`src/rtl/pid_term_sched_if.sv`:
```
// -----------------------------------------------------------------------------
// pid_term_sched_if
// Bundle between the error-saturation stage and the PID term sequencer.
//   err_sat  10  signed saturated heading-error sample   (master -> slave)
//   err_vld   1  one-cycle sample strobe                  (master -> slave)
//   clr_ovr   1  clears the sticky overrun flag           (master -> slave)
//   busy      1  sequencer is working on a sample         (slave -> master)
//   pid_vld   1  one-cycle pulse, term outputs refreshed  (slave -> master)
//   P_term   14  signed saturated proportional term       (slave -> master)
//   I_term   12  signed integral term                     (slave -> master)
//   D_term   13  signed derivative term                   (slave -> master)
//   PID      14  signed saturated sum of the three terms  (slave -> master)
//   overrun   1  sticky: a sample was dropped while busy  (slave -> master)
// -----------------------------------------------------------------------------
interface pid_term_sched_if;
  logic signed [9:0]  err_sat;
  logic               err_vld;
  logic               clr_ovr;
  logic               busy;
  logic               pid_vld;
  logic signed [13:0] P_term;
  logic signed [11:0] I_term;
  logic signed [12:0] D_term;
  logic signed [13:0] PID;
  logic               overrun;

  modport master (
    output err_sat, err_vld, clr_ovr,
    input  busy, pid_vld, P_term, I_term, D_term, PID, overrun
  );

  modport slave (
    input  err_sat, err_vld, clr_ovr,
    output busy, pid_vld, P_term, I_term, D_term, PID, overrun
  );
endinterface

```
`src/rtl/pid_term_sched.sv`:
```
// -----------------------------------------------------------------------------
// pid_term_sched
// Sequences one shared signed 10x6 multiplier over the P and D products of a
// saturated heading-error sample, keeps the integrator and derivative history,
// and emits saturated P/I/D/PID terms with a one-cycle valid pulse.
// Ports:
//   clk  in   system clock
//   rst  in   synchronous active-high reset
//   bus  slave side of pid_term_sched_if (sample in, terms/status out)
// -----------------------------------------------------------------------------
module pid_term_sched #(
  parameter logic signed [5:0] P_COEFF = 6'sh10,
  parameter logic signed [4:0] D_COEFF = 5'sh07,
  parameter int                D_DEPTH = 3
) (
  input logic             clk,
  input logic             rst,
  pid_term_sched_if.slave bus
);

  typedef enum logic [1:0] {
    IDLE  = 2'd0,
    MUL_P = 2'd1,
    MUL_D = 2'd2,
    SUM   = 2'd3
  } state_t;

  // Clamp an 11-bit difference to the 8-bit signed range.
  function automatic logic signed [7:0] sat8(input logic signed [10:0] v);
    if (v > 11'sd127) begin
      sat8 = 8'sh7F;
    end else if (v < -11'sd128) begin
      sat8 = 8'sh80;
    end else begin
      sat8 = v[7:0];
    end
  endfunction

  // Clamp a 16-bit value to the 14-bit signed range.
  function automatic logic signed [13:0] sat14(input logic signed [15:0] v);
    if (v > 16'sd8191) begin
      sat14 = 14'sh1FFF;
    end else if (v < -16'sd8192) begin
      sat14 = 14'sh2000;
    end else begin
      sat14 = v[13:0];
    end
  endfunction

  // Clamp a 17-bit integrator sum to the 16-bit signed range.
  function automatic logic signed [15:0] sat16(input logic signed [16:0] v);
    if (v > 17'sd32767) begin
      sat16 = 16'sh7FFF;
    end else if (v < -17'sd32768) begin
      sat16 = 16'sh8000;
    end else begin
      sat16 = v[15:0];
    end
  endfunction

  state_t             state_r;
  state_t             state_nxt_s;
  logic               accept_s;
  logic               drop_s;
  logic               busy_nxt_s;
  logic               sel_d_s;
  logic               ld_p_s;
  logic               ld_d_s;
  logic               ld_out_s;

  logic signed [9:0]  err_q_r;
  logic signed [9:0]  prev_r;
  logic signed [9:0]  hist_r [D_DEPTH];
  logic signed [15:0] integ_r;
  logic signed [15:0] prod_p_r;
  logic signed [12:0] prod_d_r;

  logic signed [16:0] integ_sum_s;
  logic signed [10:0] diff_s;
  logic signed [7:0]  diff_sat_s;
  logic signed [9:0]  mul_a_s;
  logic signed [5:0]  mul_b_s;
  logic signed [15:0] mul_y_s;
  logic signed [13:0] p_sat_s;
  logic signed [11:0] i_val_s;
  logic signed [12:0] d_val_s;
  logic signed [15:0] pid_sum_s;
  logic signed [13:0] pid_sat_s;

  logic               busy_r;
  logic               pid_vld_r;
  logic               overrun_r;
  logic signed [13:0] p_term_r;
  logic signed [11:0] i_term_r;
  logic signed [12:0] d_term_r;
  logic signed [13:0] pid_r;

  // A sample is taken only in IDLE; anywhere else it is dropped.
  assign accept_s = bus.err_vld & (state_r == IDLE);
  assign drop_s   = bus.err_vld & (state_r != IDLE);

  // Next-state logic of the sequencer.
  always_comb begin
    state_nxt_s = state_r;
    case (state_r)
      IDLE: begin
        if (bus.err_vld) begin
          state_nxt_s = MUL_P;
        end else begin
          state_nxt_s = IDLE;
        end
      end
      MUL_P:   state_nxt_s = MUL_D;
      MUL_D:   state_nxt_s = SUM;
      SUM:     state_nxt_s = IDLE;
      default: state_nxt_s = IDLE;
    endcase
  end

  // Per-state controls; busy_nxt_s is busy as it must look after this edge.
  always_comb begin
    busy_nxt_s = 1'b0;
    sel_d_s    = 1'b0;
    ld_p_s     = 1'b0;
    ld_d_s     = 1'b0;
    ld_out_s   = 1'b0;
    case (state_r)
      IDLE: begin
        busy_nxt_s = bus.err_vld;
      end
      MUL_P: begin
        busy_nxt_s = 1'b1;
        ld_p_s     = 1'b1;
      end
      MUL_D: begin
        busy_nxt_s = 1'b1;
        sel_d_s    = 1'b1;
        ld_d_s     = 1'b1;
      end
      SUM: begin
        ld_out_s   = 1'b1;
      end
      default: begin
        busy_nxt_s = 1'b0;
      end
    endcase
  end

  // Datapath: derivative difference, shared multiplier operands, term sums.
  always_comb begin
    integ_sum_s = $signed({integ_r[15], integ_r}) +
                  $signed({{7{bus.err_sat[9]}}, bus.err_sat});
    diff_s      = $signed({err_q_r[9], err_q_r}) - $signed({prev_r[9], prev_r});
    diff_sat_s  = sat8(diff_s);
    if (sel_d_s) begin
      mul_a_s = {{2{diff_sat_s[7]}}, diff_sat_s};
      mul_b_s = {D_COEFF[4], D_COEFF};
    end else begin
      mul_a_s = err_q_r;
      mul_b_s = P_COEFF;
    end
    // Low 16 bits of the extended product equal the signed product.
    mul_y_s   = $signed({{6{mul_a_s[9]}}, mul_a_s} * {{10{mul_b_s[5]}}, mul_b_s});
    p_sat_s   = sat14(prod_p_r);
    i_val_s   = integ_r[15:4];
    d_val_s   = prod_d_r;
    pid_sum_s = $signed({{2{p_sat_s[13]}}, p_sat_s}) +
                $signed({{4{i_val_s[11]}}, i_val_s}) +
                $signed({{3{d_val_s[12]}}, d_val_s});
    pid_sat_s = sat14(pid_sum_s);
  end

  // State, sample capture, history/integrator, products and term outputs.
  always_ff @(posedge clk) begin
    if (rst) begin
      state_r   <= IDLE;
      busy_r    <= 1'b0;
      pid_vld_r <= 1'b0;
      overrun_r <= 1'b0;
      err_q_r   <= 10'sd0;
      prev_r    <= 10'sd0;
      integ_r   <= 16'sd0;
      prod_p_r  <= 16'sd0;
      prod_d_r  <= 13'sd0;
      p_term_r  <= 14'sd0;
      i_term_r  <= 12'sd0;
      d_term_r  <= 13'sd0;
      pid_r     <= 14'sd0;
      for (int k = 0; k < D_DEPTH; k++) begin
        hist_r[k] <= 10'sd0;
      end
    end else begin
      state_r   <= state_nxt_s;
      busy_r    <= busy_nxt_s;
      pid_vld_r <= ld_out_s;
      if (accept_s) begin
        err_q_r   <= bus.err_sat;
        // The oldest entry is the sample D_DEPTH acceptances back.
        prev_r    <= hist_r[D_DEPTH-1];
        hist_r[0] <= bus.err_sat;
        for (int k = 1; k < D_DEPTH; k++) begin
          hist_r[k] <= hist_r[k-1];
        end
        integ_r   <= sat16(integ_sum_s);
      end
      if (ld_p_s) begin
        prod_p_r <= mul_y_s;
      end
      if (ld_d_s) begin
        // |diff| <= 128 and coeff fits 5 bits, so 13 bits always suffice.
        prod_d_r <= mul_y_s[12:0];
      end
      if (ld_out_s) begin
        p_term_r <= p_sat_s;
        i_term_r <= i_val_s;
        d_term_r <= d_val_s;
        pid_r    <= pid_sat_s;
      end
      // A drop in the same cycle as a clear leaves the flag set.
      if (drop_s) begin
        overrun_r <= 1'b1;
      end else if (bus.clr_ovr) begin
        overrun_r <= 1'b0;
      end
    end
  end

  assign bus.busy    = busy_r;
  assign bus.pid_vld = pid_vld_r;
  assign bus.overrun = overrun_r;
  assign bus.P_term  = p_term_r;
  assign bus.I_term  = i_term_r;
  assign bus.D_term  = d_term_r;
  assign bus.PID     = pid_r;

endmodule
```
`src/flat_wrapper.sv`:
```
// flat-port wrapper written by rule: the top's interface ports become plain ports
module pid_term_sched_flat 
#(
  parameter logic signed [5:0] P_COEFF = 6'sh10,
  parameter logic signed [4:0] D_COEFF = 5'sh07,
  parameter int                D_DEPTH = 3
)
  (clk, rst, bus_err_sat, bus_err_vld, bus_clr_ovr, bus_busy, bus_pid_vld, bus_P_term, bus_I_term, bus_D_term, bus_PID, bus_overrun);
  pid_term_sched_if bus_i ();
  input logic clk;
  input logic rst;
  input wire logic [$bits(bus_i.err_sat)-1:0] bus_err_sat;
  input wire logic [$bits(bus_i.err_vld)-1:0] bus_err_vld;
  input wire logic [$bits(bus_i.clr_ovr)-1:0] bus_clr_ovr;
  output wire logic [$bits(bus_i.busy)-1:0] bus_busy;
  output wire logic [$bits(bus_i.pid_vld)-1:0] bus_pid_vld;
  output wire logic [$bits(bus_i.P_term)-1:0] bus_P_term;
  output wire logic [$bits(bus_i.I_term)-1:0] bus_I_term;
  output wire logic [$bits(bus_i.D_term)-1:0] bus_D_term;
  output wire logic [$bits(bus_i.PID)-1:0] bus_PID;
  output wire logic [$bits(bus_i.overrun)-1:0] bus_overrun;
  assign bus_i.err_sat = bus_err_sat;
  assign bus_i.err_vld = bus_err_vld;
  assign bus_i.clr_ovr = bus_clr_ovr;
  assign bus_busy = bus_i.busy;
  assign bus_pid_vld = bus_i.pid_vld;
  assign bus_P_term = bus_i.P_term;
  assign bus_I_term = bus_i.I_term;
  assign bus_D_term = bus_i.D_term;
  assign bus_PID = bus_i.PID;
  assign bus_overrun = bus_i.overrun;
  pid_term_sched #(.P_COEFF(P_COEFF), .D_COEFF(D_COEFF), .D_DEPTH(D_DEPTH)) u_core (.clk(clk), .rst(rst), .bus(bus_i));
endmodule
```
`config.mk`:
```
export PLATFORM = sky130hd
export DESIGN_NAME = pid_term_sched_flat
export DESIGN_NICKNAME = d
export VERILOG_FILES = /design/src/rtl/pid_term_sched_if.sv /design/src/rtl/pid_term_sched.sv /design/src/flat_wrapper.sv
export SDC_FILE = /design/constraint.sdc
export NUM_CORES = 1
export LEC_CHECK = 0
export ABC_AREA = 1
export CAP_MARGIN = 25
export CORE_ASPECT_RATIO = 1.2
export CORE_UTILIZATION = 54
export DETAILED_ROUTE_END_ITERATION = 8
export GPL_ROUTABILITY_DRIVEN = 0
export GPL_TIMING_DRIVEN = 0
export PLACE_DENSITY_LB_ADDON = 0.2
export SETUP_SLACK_MARGIN = 0.15
export SYNTH_ARGS = -nofsm -noshare
export SYNTH_HDL_FRONTEND = slang
export SYNTH_SLANG_ARGS = --single-unit
```
`constraint.sdc`:
```
create_clock -name clk -period 4.65 [get_ports clk]
set_input_delay 0.93 -clock clk [delete_from_list [all_inputs] [get_ports clk]]
set_output_delay 0.93 -clock clk [all_outputs]
set_load 0.03 [all_outputs]
```
==> results.ini <==
[yosys]
edff_count_synth=30
synthDistinctLibCells=45
yosys-top-cells-count=sky130_fd_sc_hd__nand2_1, sky130_fd_sc_hd__inv_1, sky130_fd_sc_hd__dfxtp_1, sky130_fd_sc_hd__o21ai_0, sky130_fd_sc_hd__nor2_1
yosys_most_used_dff=sky130_fd_sc_hd__dfxtp_1
synth_top_cell_by_area=sky130_fd_sc_hd__dfxtp_1
synthTopCellsByArea=sky130_fd_sc_hd__dfxtp_1, sky130_fd_sc_hd__edfxtp_1, sky130_fd_sc_hd__ha_1
yosysMostFrequentCell=sky130_fd_sc_hd__nand2_1
synth-warning-count=0
syn_nets=1291
synth-seq-cells=153
synth_top_area_share_pct=26.6
synth_area_per_cell_um2=7.84
post_synth_inst_count=1179
netlist_area_um2=9250
synth_seq_area_share_pct=36.4
async_reset_ff_share_pct=0

[worst_setup_path]
critical-path-top-cell-by-count=sky130_fd_sc_hd__nand3_2
r2r_start=u_core.err_q_r[0]$_SDFFE_PP0P_
timing.critical_path.from_type=register
rr_endpoint=u_core.prod_p_r[14]$_SDFFE_PP0N_
worst_ep_required_time_ns=4.97
worst_ep_arrival_time_ns=4.89
timing.critical_path.to_type=register
crit_type=reg2reg
reg2reg_depth=28
ff2ff_setup_slack_ns=0.08
worst-path-max-fanout=4
crit_path_max_incr_delay_ns=0.52
critical_path.slowest_cell=sky130_fd_sc_hd__fa_1

[sta]
maxClockFrequency_mhz=219
setup-violations-final=0
grt_setup_unrepaired=yes
layout_setup_ws_ns=0.0787
timing.final.hold_violations=0
whs_ns=0.448
final_period_minus_worst_setup_slack_ns=4.57
final_max_slew_viol_count=0
ratio_of_final_minimum_period_to_clock_period_pct=98.3
worst_pin_slew_ns=0.902
layout_skew_ns=0.00670
slew_headroom_pct=39.8

[layout]
final_net_count=1404
drive_above_1_share_pct=16.4
num_antenna_cells=0
syn2layout_area_growth_pct=23.5
final_standard_cell_utilization_of_the_core_pct=68.0
fill_cells=1365

[cts]
clock_tree.root_cell=sky130_fd_sc_hd__clkbuf_16
cts-root-to-sink-buffers=2
clock_net_sink_count=153
cts-buffers-inserted=17
clock_input_transition_at_the_sequential_cells_of_the_worst_setup_and_hold_paths_ns=0.06
cts.htree.levels=4
worstSkewPairLatency_ns=0.43
tritoncts=yes

[floorplanning]
die_x_um=121
initial_core_util_pct=55.1
design.die.area_um2=17700
design.core.area_um2=16800
floorplan.io_pins=70
placement_rows=52
floorplan.die.height_um=145

[grt]
number_of_global_route_vias_before_repair=7691
grt_antenna_before_repair=0
first_pass_grt_wire_length_um=37200
track_usage_pct=27.2
grt_start_max_net_pins=40
gr-total-overflow=0

[route]
drt_first_iter_violations=478
routed_wirelength_um=23700
drc_errors=0
ant_nets=0
dr_total_vias=8013
route.detailed.wl_per_inst_um=15.6
first_pass_iters=7
vias_per_cell=5.27

[power_and_ir_drop]
peakVddDrop_mv=0.278
p_leak_nw=5.30
powerDensity_nw_per_um2=498
power.total_mw=5.68

[placed_design]
buffer_ports.inserted=68
post-place-ws_ns=-0.449
place.detailed.hpwl_um=17600

[min_path]
hold_crit_depth=2
min-delay-path-class=reg2reg
min_to=u_core.prev_r[1]$_SDFFE_PP0P_
worstHoldStart=u_core.hist_r[2][1]$_SDFFCE_PN0P_

[flow_run]
maxCapViolCount=0

[run_status]
status=finished clean

worst max path at each step:
| stage | startpoint | endpoint | slack [ns] | cells after the start |
|---|---|---|---|---|
| finish | u_core.err_q_r[0]$_SDFFE_PP0P_ | u_core.prod_p_r[14]$_SDFFE_PP0N_ | 0.08 | 28 |
| global route | u_core.err_q_r[0]$_SDFFE_PP0P_ | u_core.prod_p_r[14]$_SDFFE_PP0N_ | -0.14 | 32 |
| CTS | u_core.err_q_r[0]$_SDFFE_PP0P_ | u_core.d_val_s[12]$_SDFFE_PP0P_ | 0.14 | 32 |
| detailed placement | u_core.err_q_r[0]$_SDFFE_PP0P_ | u_core.d_val_s[12]$_SDFFE_PP0P_ | -0.45 | 30 |
| global placement | u_core.err_q_r[0]$_SDFFE_PP0P_ | u_core.d_val_s[12]$_SDFFE_PP0P_ | -0.41 | 32 |
| floorplan | u_core.err_q_r[0]$_SDFFE_PP0P_ | u_core.prod_p_r[12]$_SDFFE_PP0N_ | 0.16 | 32 |
where the power goes:
group          switching [mW]  internal, mW  total, mW  leakage, nW
clock                   0.601         0.725       1.33        0.271
sequential             0.0868          1.51       1.59         1.33
combinational            1.72          1.04       2.76         3.70
sequential cells by signal (all words and copies together), names as in the netlist:
name and cells:
u_core.bus.P_term 14, u_core.d_val_s 13, u_core.prod_p_r 16, u_core.bus.busy 1
u_core.bus.I_term 12, u_core.integ_r 16, u_core.bus.PID 14, u_core.state_r 2
u_core.bus.D_term 13, u_core.bus.overrun 1, u_core.hist_r 30, u_core.bus.pid_vld 1
u_core.err_q_r 10, u_core.prev_r 10
metal layers:
layer | up-vias | routed length (um) | track usage (%)
met5 | - | 0 | 0
met4 | 0 | 1010 | 12.8
met3 | 59 | 871 | 4.55
met2 | 203 | 12400 | 48.6
met1 | 3775 | 9430 | 31.1
li1 | 3976 | - | -
stage by stage:
stage	TNS, ns	std cells	area (um2)
floorplan	0	1179	9250
global placement	-3.00	1463	10200
global route	-0.469	1521	11400
finish	0	1521	11400
CTS	0	1515	11200
detailed placement	-3.87	1463	10200
critical path, delay by kind of cell (launching register included):
| kind | cells | cell delay, ns |
|---|---|---|
| buf+inv | 6 | 0.58 |
| simple gates | 16 | 1.56 |
| fa+ha+maj | 6 | 1.98 |
| flops | 1 | 0.33 |
cells in the final DEF (no fill, tap or decap), types with 7 or more instances in the layout:
| cell | n |
|---|---|
| sky130_fd_sc_hd__nand2_2 | 32 |
| sky130_fd_sc_hd__dfxtp_1 | 121 |
| sky130_fd_sc_hd__nand3_2 | 21 |
| sky130_fd_sc_hd__a21oi_1 | 56 |
| sky130_fd_sc_hd__xor2_1 | 20 |
| sky130_fd_sc_hd__nand4_1 | 7 |
| sky130_fd_sc_hd__clkbuf_16 | 17 |
| sky130_fd_sc_hd__o22ai_1 | 10 |
| sky130_fd_sc_hd__buf_4 | 24 |
| sky130_fd_sc_hd__inv_1 | 193 |
| sky130_fd_sc_hd__clkdlybuf4s50_1 | 68 |
| sky130_fd_sc_hd__fa_1 | 27 |
| sky130_fd_sc_hd__nor2_1 | 98 |
| sky130_fd_sc_hd__o21ai_0 | 107 |
| sky130_fd_sc_hd__edfxtp_1 | 30 |
| sky130_fd_sc_hd__nand3_1 | 26 |
| sky130_fd_sc_hd__ha_4 | 13 |
| sky130_fd_sc_hd__o21ai_1 | 11 |
| sky130_fd_sc_hd__ha_1 | 51 |
| sky130_fd_sc_hd__nand2_4 | 10 |
| sky130_fd_sc_hd__xnor2_1 | 13 |
| sky130_fd_sc_hd__nand2_1 | 198 |
| sky130_fd_sc_hd__a21oi_2 | 16 |
| sky130_fd_sc_hd__clkbuf_1 | 28 |
| sky130_fd_sc_hd__inv_2 | 18 |
kinds of logic after synthesis:
group / Yosys count / share of synthesized area, %
muxes: 1 / 0.108
DFF: 153 / 36.4
adders and majority gates: 98 / 15.7
other: 1 / 0.0405
xor gates and xnor gates: 34 / 3.22
buffers and inverters: 252 / 10.7
AOI/OAI and AO/OA: 224 / 13.6
and+or+nand+nor: 416 / 20.3
layout make-up:
cell class / count / area (um2) / area share [%]
Multi-Input combinational cell: 775 / 5340 / 46.7
Sequential cell: 153 / 3370 / 29.5
Timing Repair Buffer: 93 / 885 / 7.74
Inverter: 215 / 817 / 7.15
Clock buffer: 19 / 453 / 3.97
Tap cell: 216 / 270 / 2.37
Buffer: 37 / 185 / 1.62
Clock inverter: 13 / 109 / 0.953
timing repair:
item	CTS	global route
hold buffers	0	0
gates cloned	1	0
hold endpoints to repair	0	0
gates resized for setup	56	57
pin swaps	28	36
setup endpoints to repair	19	17
setup buffers	19	6
No activity file was read; power rests on OpenSTA's default activity.
